File: src/rtl/seq_disp_pkg.sv
// rtl/seq_disp_pkg.sv - shared constants, state encoding and helpers for the BCD frame sampler
// Purpose: common definitions imported by seq_bcd_frame_sampler and dabble_step.
// Contents: BCD digit width, FSM state enum, BCD nine constant,
//           pow10() for the saturation limit, clog2() for counter sizing.
package seq_disp_pkg;

  localparam int BCD_WIDTH = 4;
  localparam logic [3:0] BCD_NINE = 4'h9;

  typedef enum logic [1:0] {
    ST_IDLE  = 2'd0,
    ST_SHIFT = 2'd1,
    ST_DONE  = 2'd2
  } state_t;

  function automatic logic [63:0] pow10(input int n);
    logic [63:0] r;
    r = 64'd1;
    for (int i = 0; i < n; i++) begin
      r = r * 64'd10;
    end
    return r;
  endfunction

  function automatic int clog2(input int v);
    int r;
    r = 0;
    for (int i = 0; i < 32; i++) begin
      if ((64'd1 << r) < 64'(v)) begin
        r = r + 1;
      end
    end
    return r;
  endfunction

endpackage

File: src/rtl/dabble_step.sv
// rtl/dabble_step.sv - one combinational double-dabble iteration
// Purpose: applies +3 to every BCD digit >= 5, then shifts the whole
//          {digits, binary} vector left by one bit.
// Ports:
//   din   in   DIGITS*4+SEQ_LEN   current shift register contents
//   dout  out  DIGITS*4+SEQ_LEN   contents after one iteration
module dabble_step
  import seq_disp_pkg::*;
#(
  parameter int SEQ_LEN = 20,
  parameter int DIGITS  = 6
) (
  input  logic [DIGITS*BCD_WIDTH+SEQ_LEN-1:0] din,
  output logic [DIGITS*BCD_WIDTH+SEQ_LEN-1:0] dout
);

  logic [DIGITS*BCD_WIDTH+SEQ_LEN-1:0] adj;

  always_comb begin
    adj = din;
    // Digits sit above the binary field, digit 0 in the lowest nibble.
    for (int i = 0; i < DIGITS; i++) begin
      if (din[SEQ_LEN+i*BCD_WIDTH +: BCD_WIDTH] >= 4'd5) begin
        adj[SEQ_LEN+i*BCD_WIDTH +: BCD_WIDTH] = din[SEQ_LEN+i*BCD_WIDTH +: BCD_WIDTH] + 4'd3;
      end
    end
    dout = adj << 1;
  end

endmodule

File: src/rtl/seq_bcd_frame_sampler.sv
// rtl/seq_bcd_frame_sampler.sv - frame-synchronous serial signed-binary to BCD converter
// Purpose: samples a two's-complement value on frame_start, converts its
//          magnitude one bit per clock and publishes sign + digits atomically.
// Ports:
//   clk          in   1                  rising-edge clock
//   rst_n        in   1                  synchronous active-low reset
//   frame_start  in   1                  sample request pulse
//   seq          in   SEQ_LEN            signed value to display
//   ovr_clr      in   1                  clears sticky overrun
//   busy         out  1                  conversion in progress
//   bcd_valid    out  1                  one-cycle pulse when outputs update
//   bcd_seq      out  DIGITS*4           magnitude digits, units in LSBs
//   seq_neg      out  1                  displayed value negative
//   sat          out  1                  magnitude exceeded display range
//   overrun      out  1                  sticky: frame_start while busy
module seq_bcd_frame_sampler
  import seq_disp_pkg::*;
#(
  parameter int SEQ_LEN = 20,
  parameter int DIGITS  = 6
) (
  input  logic                          clk,
  input  logic                          rst_n,
  input  logic                          frame_start,
  input  logic [SEQ_LEN-1:0]            seq,
  input  logic                          ovr_clr,
  output logic                          busy,
  output logic                          bcd_valid,
  output logic [DIGITS*BCD_WIDTH-1:0]   bcd_seq,
  output logic                          seq_neg,
  output logic                          sat,
  output logic                          overrun
);

  localparam int BW = DIGITS * BCD_WIDTH;
  localparam int SW = BW + SEQ_LEN;
  localparam int CW = clog2(SEQ_LEN + 1);
  localparam logic [63:0] LIMIT = pow10(DIGITS) - 64'd1;

  state_t          state, state_nx;
  logic [CW-1:0]   cnt;
  logic [SW-1:0]   sreg;
  logic [SW-1:0]   sreg_step;
  logic            neg_q;
  logic            sat_q;
  logic [SEQ_LEN-1:0] mag_c;
  logic            sat_c;

  // Negating the most negative value yields 2^(SEQ_LEN-1) when read as unsigned.
  assign mag_c = seq[SEQ_LEN-1] ? ((~seq) + {{(SEQ_LEN-1){1'b0}}, 1'b1}) : seq;
  assign sat_c = {{(64-SEQ_LEN){1'b0}}, mag_c} > LIMIT;
  assign busy  = (state != ST_IDLE);

  dabble_step #(
    .SEQ_LEN (SEQ_LEN),
    .DIGITS  (DIGITS)
  ) u_step (
    .din  (sreg),
    .dout (sreg_step)
  );

  always_ff @(posedge clk) begin
    if (!rst_n) begin
      state <= ST_IDLE;
    end else begin
      state <= state_nx;
    end
  end

  always_comb begin
    state_nx = state;
    case (state)
      ST_IDLE:  if (frame_start) state_nx = ST_SHIFT;
      ST_SHIFT: if (cnt == CW'(1)) state_nx = ST_DONE;
      ST_DONE:  state_nx = ST_IDLE;
      default:  state_nx = ST_IDLE;
    endcase
  end

  always_ff @(posedge clk) begin
    if (!rst_n) begin
      cnt       <= '0;
      sreg      <= '0;
      neg_q     <= 1'b0;
      sat_q     <= 1'b0;
      bcd_seq   <= '0;
      seq_neg   <= 1'b0;
      sat       <= 1'b0;
      bcd_valid <= 1'b0;
      overrun   <= 1'b0;
    end else begin
      bcd_valid <= 1'b0;

      // A set in the same cycle as a clear must win.
      if (frame_start && state != ST_IDLE) begin
        overrun <= 1'b1;
      end else if (ovr_clr) begin
        overrun <= 1'b0;
      end

      case (state)
        ST_IDLE: begin
          if (frame_start) begin
            neg_q <= seq[SEQ_LEN-1];
            sat_q <= sat_c;
            sreg  <= {{BW{1'b0}}, mag_c};
            cnt   <= CW'(SEQ_LEN);
          end
        end
        ST_SHIFT: begin
          sreg <= sreg_step;
          cnt  <= cnt - CW'(1);
        end
        ST_DONE: begin
          bcd_seq   <= sat_q ? {DIGITS{BCD_NINE}} : sreg[SW-1 -: BW];
          seq_neg   <= neg_q;
          sat       <= sat_q;
          bcd_valid <= 1'b1;
        end
        default: ;
      endcase
    end
  end

endmodule

File: config.mk
export PLATFORM = sky130hd
export DESIGN_NAME = seq_bcd_frame_sampler
export DESIGN_NICKNAME = d
export VERILOG_FILES = /design/src/rtl/seq_disp_pkg.sv /design/src/rtl/dabble_step.sv /design/src/rtl/seq_bcd_frame_sampler.sv
export SDC_FILE = /design/constraint.sdc
export NUM_CORES = 1
export LEC_CHECK = 0
export CAP_MARGIN = 20
export CELL_PAD_IN_SITES_DETAIL_PLACEMENT = 0
export CELL_PAD_IN_SITES_GLOBAL_PLACEMENT = 1
export CORE_ASPECT_RATIO = 0.9
export CORE_UTILIZATION = 44
export CTS_CLUSTER_SIZE = 40
export DETAILED_ROUTE_END_ITERATION = 7
export GPL_ROUTABILITY_DRIVEN = 0
export PLACE_DENSITY = 0.94
export SLEW_MARGIN = 20
export SYNTH_ARGS = -nofsm -noshare
export SYNTH_HDL_FRONTEND = slang
export SYNTH_SLANG_ARGS = --single-unit
File: constraint.sdc
create_clock -name clk -period 6.5 [get_ports clk]
set_clock_uncertainty 0.2 [all_clocks]
set_input_delay 0.65 -clock clk [delete_from_list [all_inputs] [get_ports clk]]
set_output_delay 0.65 -clock clk [all_outputs]
set_load 0.02 [all_outputs]
==> impl_metrics.env <==
export IMPL_status="finished, final reports clean"
export IMPL_p_leak_nw=1.626
export IMPL_finalSetupViolCount=0
export IMPL_worst_slew_pin_slew_ns=1.034
export IMPL_irDropWorstVdd_mv=0.1152
export IMPL_setup_worst_path_end_class="flop"
export IMPL_antenna_left=0
export IMPL_cts_tree="done"
export IMPL_synthFlopType="dfxtp_1"
export IMPL_grt_pass1_vias=3381
export IMPL_cts_hold_buf=0
export IMPL_drt_pass1_iter_count=5
export IMPL_fin_tns_setup_ns=0
export IMPL_gr_total_overflow=0
export IMPL_syn_nets=505
export IMPL_postCtsSetupRepairBufs=0
export IMPL_drt_first_iter_violations=151
export IMPL_grt_busiest_layer="met2"
export IMPL_max_freq_mhz=349.0
export IMPL_coreArea_um2=8223
export IMPL_drt_total_wl_um=8740
export IMPL_clock_latency_ns=0.36
export IMPL_drv_slew=0
export IMPL_reg2reg_from="state[0]"
export IMPL_cts_buffers=9
export IMPL_dpl_cell_count=608
export IMPL_fp_dieArea_um2=9056
export IMPL_synthTopCellsByArea="dfxtp_1 (42%), a21oi_1 (6.3%), ha_1 (4.9%)"
export IMPL_wl_per_cell_um=14.01
export IMPL_grt_max_degree=63
export IMPL_layout_min_cycle_time_ns=2.866
export IMPL_portBuffers=52
export IMPL_fin_util=0.5636
export IMPL_grt_pass1_wl_um=15210
export IMPL_clk_pin_slew_ns=0.08
export IMPL_drv_cap=0
export IMPL_use_met1=0.2494
export IMPL_synth_warnings=0
export IMPL_ys_seq_area_frac=0.4246
export IMPL_use_met2=0.3556
export IMPL_vias_per_cell=5.468
export IMPL_grt_util_met3=0.05263
export IMPL_worstSetupPathType="primary input to flop"
export IMPL_netlist_area_um2=3819
export IMPL_fill_cells=776
export IMPL_nNetsFinal=543
export IMPL_syn_to_final_growth_pct=21.36
export IMPL_track_usage=0.2064
export IMPL_clockBufferDepth=2
export IMPL_path_max_fanout=4
export IMPL_powerDensity_nw_per_um2=227.1
export IMPL_required_ns=6.53
export IMPL_ys_ff_latch=81
export IMPL_clockRootBuffer="clkbuf_8"
export IMPL_yosysTopAreaCellShare=0.4246
export IMPL_drcViolationCount=0
export IMPL_arrival_ns=2.90
export IMPL_start_util=0.4644
export IMPL_async_flop_share=0
export IMPL_ios=53
export IMPL_fin_cells=624
export IMPL_p_total_mw=1.052
export IMPL_place_area_um2=4404
export IMPL_diodes=0
export IMPL_hold_path_class="flop to flop"
export IMPL_cts_htree_levels=3
export IMPL_cts_repair_resized=0
export IMPL_max_slew_margin=0.3089
export IMPL_yosys_cell_types_count=41
export IMPL_final_common_cell="dfxtp_1"
export IMPL_cp_startpoint="seq[0]"
export IMPL_drive_above_1_share=0.05108
export IMPL_fin_crit_sh=0.4409
export IMPL_die_height_um=90.38
export IMPL_fin_area_um2=4634
export IMPL_cts_sinks=81
export IMPL_layout_common_cells="dfxtp_1 (81), clkdlybuf4s50_1 (52), a21oi_1 (48)"
export IMPL_min_delay_start="bcd_seq[2]"
export IMPL_netlist_instances=466
export IMPL_cp_start_kind="primary input"
export IMPL_vias=3412
export IMPL_row_count=31
export IMPL_yosysTopAreaCell="dfxtp_1"
export IMPL_synth_edf_count=0
export IMPL_die_x_um=100.2
export IMPL_antenna_found_initial=0
export IMPL_synthesis_area_per_instance_um2=8.195
export IMPL_grt_setup_unrepaired="false"
export IMPL_hold_viol_final=0
export IMPL_hpwl_um=5688
-- report_power, final --
part           total, mW  internal (mW)  switching [mW]
sequential         0.524          0.513          0.0108
clock              0.414          0.228           0.186
combinational      0.115         0.0466          0.0683
total               1.05          0.787           0.265
-- critical path: stages --
cell             delay [ns]
clkdlybuf4s50_1        0.47
inv_1                  0.09
ha_1                   0.16
or4b_1                 0.52
or3_1                  0.42
o41ai_2                0.33
xor2_1                 0.18
o21ai_0                0.08
-- final cells by class --
cell class,count,area [um2],share of cell area
sequential,81,1622,0.3499
timing repair buffer,56,550.5,0.1188
inverter,18,67.56,0.01458
clock buffer,10,137.6,0.02970
clock inverter,6,90.09,0.01944
tap,115,143.9,0.03105
multi-input combinational,338,2023,0.4366
-- registers in the layout, indices dropped and copies added (netlist names) --
register	count
bcd_seq	24
bcd_valid	1
cnt	5
neg_q	1
overrun	1
sat	1
sat_q	1
seq_neg	1
sreg	44
state	2
-- metrics by stage --
step                hold slack [ns]  setup WS, ns
floorplan                    0.2321         3.936
global placement             0.2399         3.342
detailed placement           0.2452         3.273
CTS                          0.2558         3.656
global route                 0.2740         3.437
finish                       0.2523         3.634
-- logic make-up after synthesis --
logic type | Yosys count | synth area share
simple gates | 176 | 0.2244
flops | 81 | 0.4246
compound gates | 116 | 0.1842
fa+ha+maj | 15 | 0.04915
xor+xnor | 30 | 0.06881
mux | 1 | 0.002621
buf+inv | 47 | 0.04620
-- worst paths after layout --
check        cells after the start  slack (ns)    endpoint
max                              8        3.63    sreg[18]
min                              2        0.25  bcd_seq[2]
max reg2reg                      3        4.18    sreg[29]
min reg2reg                      2        0.25  bcd_seq[2]
-- cell usage after synthesis, drive strengths merged, types with 13 or more instances --
cell / instances
dfxtp: 81
a21oi: 48
nand2: 47
nor2: 39
nor3: 36
o21ai: 35
clkbuf: 28
inv: 18
xor2: 17
ha: 15
xnor2: 13
-- metal layers --
metal,vias to the layer above,routed length [um]
met5,-,0
met2,82,4204
met3,15,331
met1,1609,4064
li1,1706,-
met4,0,140
Note: power is estimated with default switching activity, not from simulation.
